[src/rtl/fsm_seq_pkg.sv]
// Shared constants for the FSM sequence driver: one-hot state encoding,
// test-vector field positions, table geometry and error-counter helpers.
package fsm_seq_pkg;

    localparam int DEPTH  = 16;
    localparam int ADDR_W = 4;
    localparam int VEC_W  = 4;
    localparam int ERR_W  = 5;

    localparam logic [ERR_W-1:0] ERR_MAX = 5'd31;

    // Vector layout: {a6, x3, i3, exp_out}
    localparam int VEC_A6_BIT  = 3;
    localparam int VEC_X3_BIT  = 2;
    localparam int VEC_I3_BIT  = 1;
    localparam int VEC_EXP_BIT = 0;

    localparam int ST_IDLE_BIT  = 0;
    localparam int ST_RUN_BIT   = 1;
    localparam int ST_FLUSH_BIT = 2;
    localparam int ST_FIN_BIT   = 3;

    typedef enum logic [3:0] {
        ST_IDLE  = 4'(1 << ST_IDLE_BIT),
        ST_RUN   = 4'(1 << ST_RUN_BIT),
        ST_FLUSH = 4'(1 << ST_FLUSH_BIT),
        ST_FIN   = 4'(1 << ST_FIN_BIT)
    } state_t;

    function automatic logic [ERR_W-1:0] sat_inc(input logic [ERR_W-1:0] v);
        return (v == ERR_MAX) ? v : v + 5'd1;
    endfunction

endpackage

[src/rtl/fsm_seq_table.sv]
// Test-vector storage: one write port, one asynchronous read port, every
// entry cleared by reset so a reset always leaves an all-zero table.
module fsm_seq_table #(
    parameter int DEPTH = fsm_seq_pkg::DEPTH
) (
    input  logic                            clk,
    input  logic                            rst,
    input  logic                            we_i,
    input  logic [fsm_seq_pkg::ADDR_W-1:0]  waddr_i,
    input  logic [fsm_seq_pkg::VEC_W-1:0]   wdata_i,
    input  logic [fsm_seq_pkg::ADDR_W-1:0]  raddr_i,
    output logic [fsm_seq_pkg::VEC_W-1:0]   rdata_o
);
    import fsm_seq_pkg::*;

    logic [VEC_W-1:0] rd_arr [DEPTH];

    genvar gi;
    generate
        for (gi = 0; gi < DEPTH; gi++) begin : g_entry
            logic [VEC_W-1:0] entry_q;

            always_ff @(posedge clk or posedge rst) begin
                if (rst) begin
                    entry_q <= '0;
                end else if (we_i && (waddr_i == ADDR_W'(gi))) begin
                    entry_q <= wdata_i;
                end
            end

            assign rd_arr[gi] = entry_q;
        end
    endgenerate

    assign rdata_o = (int'(raddr_i) < DEPTH) ? rd_arr[raddr_i] : '0;

endmodule

[src/rtl/fsm_seq_driver.sv]
// Replays stored {a6,x3,i3,exp_out} vectors into an FSM under test and counts
// output mismatches. Define FSM_SEQ_DRIVER_STOP_ON_ERR_EN to end a run on its first mismatch.
module fsm_seq_driver #(
    parameter int DEPTH = fsm_seq_pkg::DEPTH
) (
    input  logic                            clk,
    input  logic                            rst,
    input  logic                            start,
    input  logic [fsm_seq_pkg::ADDR_W-1:0]  len,
    input  logic                            load_en,
    input  logic [fsm_seq_pkg::ADDR_W-1:0]  load_addr,
    input  logic [fsm_seq_pkg::VEC_W-1:0]   load_data,
    input  logic                            dut_out,
    output logic                            a6,
    output logic                            x3,
    output logic                            i3,
    output logic                            busy,
    output logic                            done,
    output logic [fsm_seq_pkg::ERR_W-1:0]   err_cnt,
    output logic                            pass
);
    import fsm_seq_pkg::*;

    state_t             state_q;
    logic [ADDR_W-1:0]  idx_q;
    logic [ADDR_W-1:0]  last_q;
    logic               exp_q;
    logic               chk_q;
    logic               a6_q;
    logic               x3_q;
    logic               i3_q;
    logic               busy_q;
    logic               done_q;
    logic [ERR_W-1:0]   err_q;

    logic               tbl_we;
    logic [VEC_W-1:0]   rd_vec;
    logic               mismatch;
    logic [ERR_W-1:0]   err_inc;

    // Writes land at the same edge a start is accepted, so the first read
    // one cycle later already sees the new entry.
    assign tbl_we = load_en && (state_q == ST_IDLE);

    fsm_seq_table #(
        .DEPTH (DEPTH)
    ) u_table (
        .clk     (clk),
        .rst     (rst),
        .we_i    (tbl_we),
        .waddr_i (load_addr),
        .wdata_i (load_data),
        .raddr_i (idx_q),
        .rdata_o (rd_vec)
    );

    assign mismatch = chk_q && (dut_out != exp_q);
    assign err_inc  = sat_inc(err_q);

    always_ff @(posedge clk or posedge rst) begin
        if (rst) begin
            state_q <= ST_IDLE;
            idx_q   <= '0;
            last_q  <= '0;
            exp_q   <= 1'b0;
            chk_q   <= 1'b0;
            a6_q    <= 1'b0;
            x3_q    <= 1'b0;
            i3_q    <= 1'b0;
            busy_q  <= 1'b0;
            done_q  <= 1'b0;
            err_q   <= '0;
        end else begin
            done_q <= 1'b0;
            unique case (state_q)
                ST_IDLE: begin
                    a6_q  <= 1'b0;
                    x3_q  <= 1'b0;
                    i3_q  <= 1'b0;
                    chk_q <= 1'b0;
                    if (start) begin
                        // len of 0 yields last index 15, i.e. a full 16-vector run
                        last_q  <= len - 4'd1;
                        idx_q   <= '0;
                        err_q   <= '0;
                        busy_q  <= 1'b1;
                        state_q <= ST_RUN;
                    end
                end
                ST_RUN: begin
                    a6_q  <= rd_vec[VEC_A6_BIT];
                    x3_q  <= rd_vec[VEC_X3_BIT];
                    i3_q  <= rd_vec[VEC_I3_BIT];
                    exp_q <= rd_vec[VEC_EXP_BIT];
                    chk_q <= 1'b1;
                    idx_q <= idx_q + 1'b1;
                    if (mismatch) begin
                        err_q <= err_inc;
                    end
                    if (idx_q == last_q) begin
                        state_q <= ST_FLUSH;
                    end
`ifdef FSM_SEQ_DRIVER_STOP_ON_ERR_EN
                    if (mismatch) begin
                        a6_q    <= 1'b0;
                        x3_q    <= 1'b0;
                        i3_q    <= 1'b0;
                        chk_q   <= 1'b0;
                        busy_q  <= 1'b0;
                        state_q <= ST_FIN;
                    end
`endif
                end
                ST_FLUSH: begin
                    a6_q  <= 1'b0;
                    x3_q  <= 1'b0;
                    i3_q  <= 1'b0;
                    chk_q <= 1'b0;
                    if (mismatch) begin
                        err_q <= err_inc;
                    end
                    busy_q  <= 1'b0;
                    state_q <= ST_FIN;
                end
                ST_FIN: begin
                    a6_q    <= 1'b0;
                    x3_q    <= 1'b0;
                    i3_q    <= 1'b0;
                    done_q  <= 1'b1;
                    state_q <= ST_IDLE;
                end
                default: begin
                    state_q <= ST_IDLE;
                end
            endcase
        end
    end

    assign a6      = a6_q;
    assign x3      = x3_q;
    assign i3      = i3_q;
    assign busy    = busy_q;
    assign done    = done_q;
    assign err_cnt = err_q;
    assign pass    = (err_q == '0);

endmodule

[config.mk]
export PLATFORM = sky130hd
export DESIGN_NAME = fsm_seq_driver
export DESIGN_NICKNAME = d
export VERILOG_FILES = /design/src/rtl/fsm_seq_pkg.sv /design/src/rtl/fsm_seq_table.sv /design/src/rtl/fsm_seq_driver.sv
export SDC_FILE = /design/constraint.sdc
export NUM_CORES = 1
export LEC_CHECK = 0
export CAP_MARGIN = 25
export CORE_MARGIN = 5
export CORE_UTILIZATION = 50
export DETAILED_ROUTE_END_ITERATION = 10
export MAX_ROUTING_LAYER = met4
export PLACE_DENSITY = 0.69
export SYNTH_ARGS = -nofsm -noshare
export SYNTH_HDL_FRONTEND = slang
export SYNTH_HIERARCHICAL = 1
export SYNTH_SLANG_ARGS = --single-unit
[constraint.sdc]
create_clock -name clk -period 2.9 [get_ports clk]
set_input_delay 0.58 -clock clk [delete_from_list [all_inputs] [get_ports clk]]
set_output_delay 0.58 -clock clk [all_outputs]
set_load 0.02 [all_outputs]
Word-level counts from Yosys, hierarchy flattened
Index checks and enable logic that the tools add are counted.
Operators by class
  $lt $le $gt $ge: 1
  mux-type cells: 19
  add/sub/neg operators: 3
  reduce and logical (&&, ||, !) cells: 33
  eq/ne operators: 26
  bitwise logic cells: 1
Operators by type and width (count)
  4-bit equality test, second input constant: 9
  4-bit by 3-bit equality test with 1-bit output, second input constant: 5
  4-bit two-way mux: 5
  1-bit logical AND: 18
  4-bit binary-select mux with 4-bit select: 1
  5-bit two-way mux: 3
  4-bit by 2-bit equality test with 1-bit output, second input constant: 3
  4-bit one-hot mux with 3 select lines: 1
  1-bit one-hot mux with 2 select lines: 5
  5-bit one-hot mux with 2 select lines: 1
  2-bit nonzero test: 5
  4-bit by 1-bit equality test with 1-bit output, second input constant: 2
  4-bit one-hot mux with 2 select lines: 1
  2-bit AND reduction: 4
  2-bit != test, second input constant: 3
  5-bit by 1-bit adder with 5-bit output, second input constant: 1
  5-bit equality test, second input constant: 1
  5-bit greater-or-equal comparator, second input constant: 1
  5-bit zero test: 1
  4-bit inverter with 5-bit output: 1
  4-bit by 1-bit adder with 4-bit output, second input constant: 1
  4-bit equality test: 1
  4-bit zero test: 1
  4-bit AND reduction: 1
  6 further kinds: 8
Storage, ports and cells
  input bits: 17
  word-level logic and storage cells: 110
  output and inout bits: 11
  bits in registers: 88

Depth between registers and ports, before layout
  depth after elaboration: 5
  gate-level depth with buffers: 7
  depth with buffers taken out: 6

Modules after synthesis
Netlist, hierarchy kept.
By module, submodules not included
  fsm_seq_table: instances 1, sequential area each 1601.5 sq um, area each 3019.1 sq um, cells an instance 196
  fsm_seq_driver: instances 1, sequential area each 601.8 sq um, area each 1320.0 sq um, cells an instance 133

Least setup slack after synthesis
Ideal clock, no wire load.
  kind: register -> register
  start: register state_q[1]
  end: register u_table.g_entry[3].entry_q[3]
  data required time: 2775 ps
  clock period less this slack: 2006 ps
  path buffers: 1
  cell stages (with the launch flop): 7
  library setup time: 125 ps
  slack: 894 ps
  arrival: 1881 ps
  cells stage by stage: dfrtp_1 -> buf_6 -> nor2_1 -> and4_1 -> nor3b_1 -> and2b_1 -> mux2_2
On the way
  longest elaborated chain between the ends: 3
Ends and longest elaborated chain
  start: declaration: line fsm_seq_driver.sv:24  | state_t state_q;
  start signal: assignment: line fsm_seq_driver.sv:62  | state_q <= ST_IDLE;
  start signal: assignment: line fsm_seq_driver.sv:87  | state_q <= ST_RUN;
  start signal: assignment: line fsm_seq_driver.sv:101  | state_q <= ST_FLUSH;
  4-bit by 1-bit equality test with 1-bit output: line fsm_seq_driver.sv:43  | assign tbl_we = load_en && (state_q == ST_IDLE);
  1-bit logical AND: line fsm_seq_driver.sv:43
  named net tbl_we: line fsm_seq_driver.sv:36  | logic tbl_we;
  1-bit logical AND: line fsm_seq_table.sv:26  | end else if (we_i && (waddr_i == ADDR_W'(gi))) begin
  end signal: assignment: line fsm_seq_table.sv:27  | entry_q <= wdata_i;
  end: declaration: line fsm_seq_table.sv:21  | logic [VEC_W-1:0] entry_q;
The timed path passes the listed nets, and every way through them passes these cells.
A chain may end at the register's enable or synchronous reset.

Worst setup path after layout
  start: register err_q[0], in the netlist err_cnt[0]
  end: output pass
On the way
  longest elaborated chain between the ends: 1
Ends and longest elaborated chain
  start: declaration: line fsm_seq_driver.sv:34  | logic [ERR_W-1:0] err_q;
  start signal: assignment: line fsm_seq_driver.sv:98  | err_q <= err_inc;
  start signal: assignment: line fsm_seq_driver.sv:120  | err_q <= err_inc;
  5-bit zero test: line fsm_seq_driver.sv:145  | assign pass = (err_q == '0);
  end: declaration: line fsm_seq_driver.sv:20  | output logic pass
No other way between the ends.

==> reports/summary.txt <==
GRT Total Usage: 17.83%
Avg Vias per Cell: 5.780
Post-CTS sizing: 0
Max-cap violations: 0
Reg2reg start: state_q[1]
Initial Utilization: 50.50%
Buffers added on ports: 27
DP Worst Slack: 429.7 ps
Setup_tns: 0 ps
Crit path max-delay family: buffers and inverters
Asr flop ratio synth: 100.0%
Crit path capture: pass
Core area: 0.008593 mm²
Highest clock rate: 0.4069 GHz
Rel. slew slack: 52.64%
Initial antenna violation count: 0
Hold_buf cts: 0
Critical path's slowest cell: clkdlybuf4s50_1
Final Max Slew Viols: 0
PD cells: 909.1 mW/mm²
Ant diodes: 0
Vias in the first global route: 2836
Clock tree buffer depth: 2
Drt initial violations: 114
Worst path cell trace: inv_1 -> ha_1 -> nor4b_1 -> clkdlybuf4s50_1
Layout cells sized above 1: 26.10%
WP data arrival: 1880 ps
Post-DP HPWL: 5.840 mm
Main synth FF type: dfrtp_1
Crit path time final: 2458 ps
Status: finished clean
Synth warnings: 6
Start point of the critical path: err_cnt[0]
# fillers: 717
Post-synth EDFFs: 0
Die width: 103.2 µm
Final ANT Viol Nets: 0
Max incr delay on CP: 650 ps
Htree depth: 3
Yosys reg bits: 88
Max FO, Critical Path: 4
WP depth: 4
Crit Path Class: flop to output pin
Worst-Margin Slew: 710.4 ps
Clock slew at reported path FFs: 90 ps
Final cycle utilization of the critical path: 84.74%
Setup Fix Bufs, Post-CTS: 0
Sequential area share after synthesis: 50.78%
Hold Crit Class: flop to flop
CTS Sinks: 88
Largest net degree at the start of global routing: 39
Cell variety after synth: 48
Gate Count Post-Synth: 329
Via count: 2728
Setup slack, reg-to-reg: 530 ps
Endpoint class of the critical path: output pin
1st-pass router iterations: 4
Setup WS post-layout: 442.5 ps
Die Height: 103.2 µm
Worst Skew: 14.99 ps
Site Rows: 34
First-pass GRT wire length: 14.19 mm
Syn Nets: 351
Dpl cells: 456
Worst r2r dst: u_table/g_entry[3].entry_q[1]
Gpl congestion: 0.8380
CP bufs+invs: 2
Root buffer cell: clkbuf_8
CP Launch Type: flop
Area Overhead vs Synth: 13.29%
TritonCTS clock tree: yes
Drt total wl: 8.197 mm
Worst-skew pair later-pin latency: 350 ps
Setup repair after global routing missed its margin: false
Num CTS Buffers: 9
Final std cells w/o fill: 472
Wire length per cell: 17.37 µm
Hold path startpoint: busy
Syn Area/Cell: 13.19 µm²
I/O pin count: 28
Global route overflow: 0
# nets final: 381
Reg2Reg Depth: 5
Die area: 0.01064 mm²
Remaining DRCs: 0
Data required time of the critical path: 2320 ps
Final Hold Fails: 0
LEAKAGE: 0.002199 µW
Final setup fails: 0
Post-Syn Area: 0.004339 mm²
Peak supply drop: 0.4569 mV
==> worst min-delay path by stage <==
stage,endpoint,slack (ps),cells past startpoint
floorplan,chk_q,440,2
global placement,chk_q,470,2
detailed placement,busy,480,2
CTS,busy,500,2
global route,u_table/g_entry[9].entry_q[1],520,1
finish,busy,500,2
==> cell usage after synthesis (5+ instances only) <==
master	count	area share, %
nor2_1	15	1.3
dfrtp_1	87	50
inv_1	10	0.87
nand3_1	10	1.2
ha_1	5	1.4
mux4_1	14	8.5
a21oi_1	9	1.0
nand2b_1	5	0.72
nand2_1	25	2.2
mux2_2	65	17
clkbuf_1	5	0.43
o21ai_0	12	1.4
==> cell families after synthesis <==
kind of cell	after synthesis	share of synthesized area [%]
flops	88	50.78
simple gates	83	10.18
mux	81	26.38
compound gates	42	6.719
buf+inv	22	2.884
xor+xnor	8	1.615
fa+ha+maj	5	1.442
==> layout make-up <==
cell class	instances	area, µm²	share of cell area [%]
clock buffers	12	165.2	3.360
clock inverters	4	51.30	1.044
inverters	10	37.54	0.7636
multi-input cells	219	2011	40.90
flip-flops and latches	88	2203	44.82
well taps	108	135.1	2.749
repair buffers	31	312.8	6.363
==> cell usage in the layout, fill, tap and decap left out, types with 2 or more instances in the layout <==
cell / instances
a22oi_1: 4
mux4_1: 14
dfrtp_1: 87
and2_1: 4
a21oi_1: 9
mux4_2: 2
o22ai_1: 3
or3_1: 3
ha_1: 5
nand3_1: 10
nand3b_1: 2
o21ai_0: 12
buf_4: 3
a31oi_1: 2
nor2_1: 15
clkdlybuf4s50_1: 27
a2111oi_0: 3
nor3_1: 4
xor2_1: 4
clkbuf_8: 12
inv_1: 9
nand2_1: 25
mux2_2: 65
nand2b_1: 5
a22o_1: 2
xnor2_1: 4
nor2b_1: 3
==> through the flow <==
stage | hold WS (ps) | power [µW] | cell area [µm²] | utilization [%]
CTS | 505.0 | 4525 | 4916 | 57.21
finish | 500.5 | 4469 | 4916 | 57.21
global placement | 467.8 | 3550 | 4700 | 54.69
floorplan | 444.1 | 3243 | 4339 | -
detailed placement | 482.6 | 3623 | 4700 | 54.69
global route | 517.5 | 4775 | 4916 | 57.21
==> worst reg2reg max path, delay by kind of cell, from the launching register on <==
family	cells	cell delay (ps)
mux	1	360
flops	1	530
simple gates	4	1360
==> power breakdown <==
part / total [µW] / leakage, µW / internal, µW / switching, µW
Combinational: 1470 / 0.000947 / 879 / 595
Clock: 888 / 0.000109 / 469 / 419
Sequential: 2110 / 0.00114 / 1750 / 355
==> flip-flops by register name, summed over array words and instances, names as in the netlist <==
| register | flops |
|---|---|
| chk_q | 1 |
| exp_q | 1 |
| state_q | 4 |
| u_table/g_entry.entry_q | 64 |
| x3 | 1 |
| err_cnt | 5 |
| idx_q | 4 |
| last_q | 4 |
| i3 | 1 |
| busy | 1 |
| a6 | 1 |
| done | 1 |
==> per-layer routing <==
metal | GRT usage, % | vias to the layer above | share of wire [%]
met5 | - | - | 0
met4 | 5.478 | 0 | 1.4
met3 | 3.586 | 11 | 3.6
met2 | 29.06 | 52 | 50
met1 | 22.56 | 1386 | 45
li1 | - | 1279 | -
(Power assumes the default switching activity.)
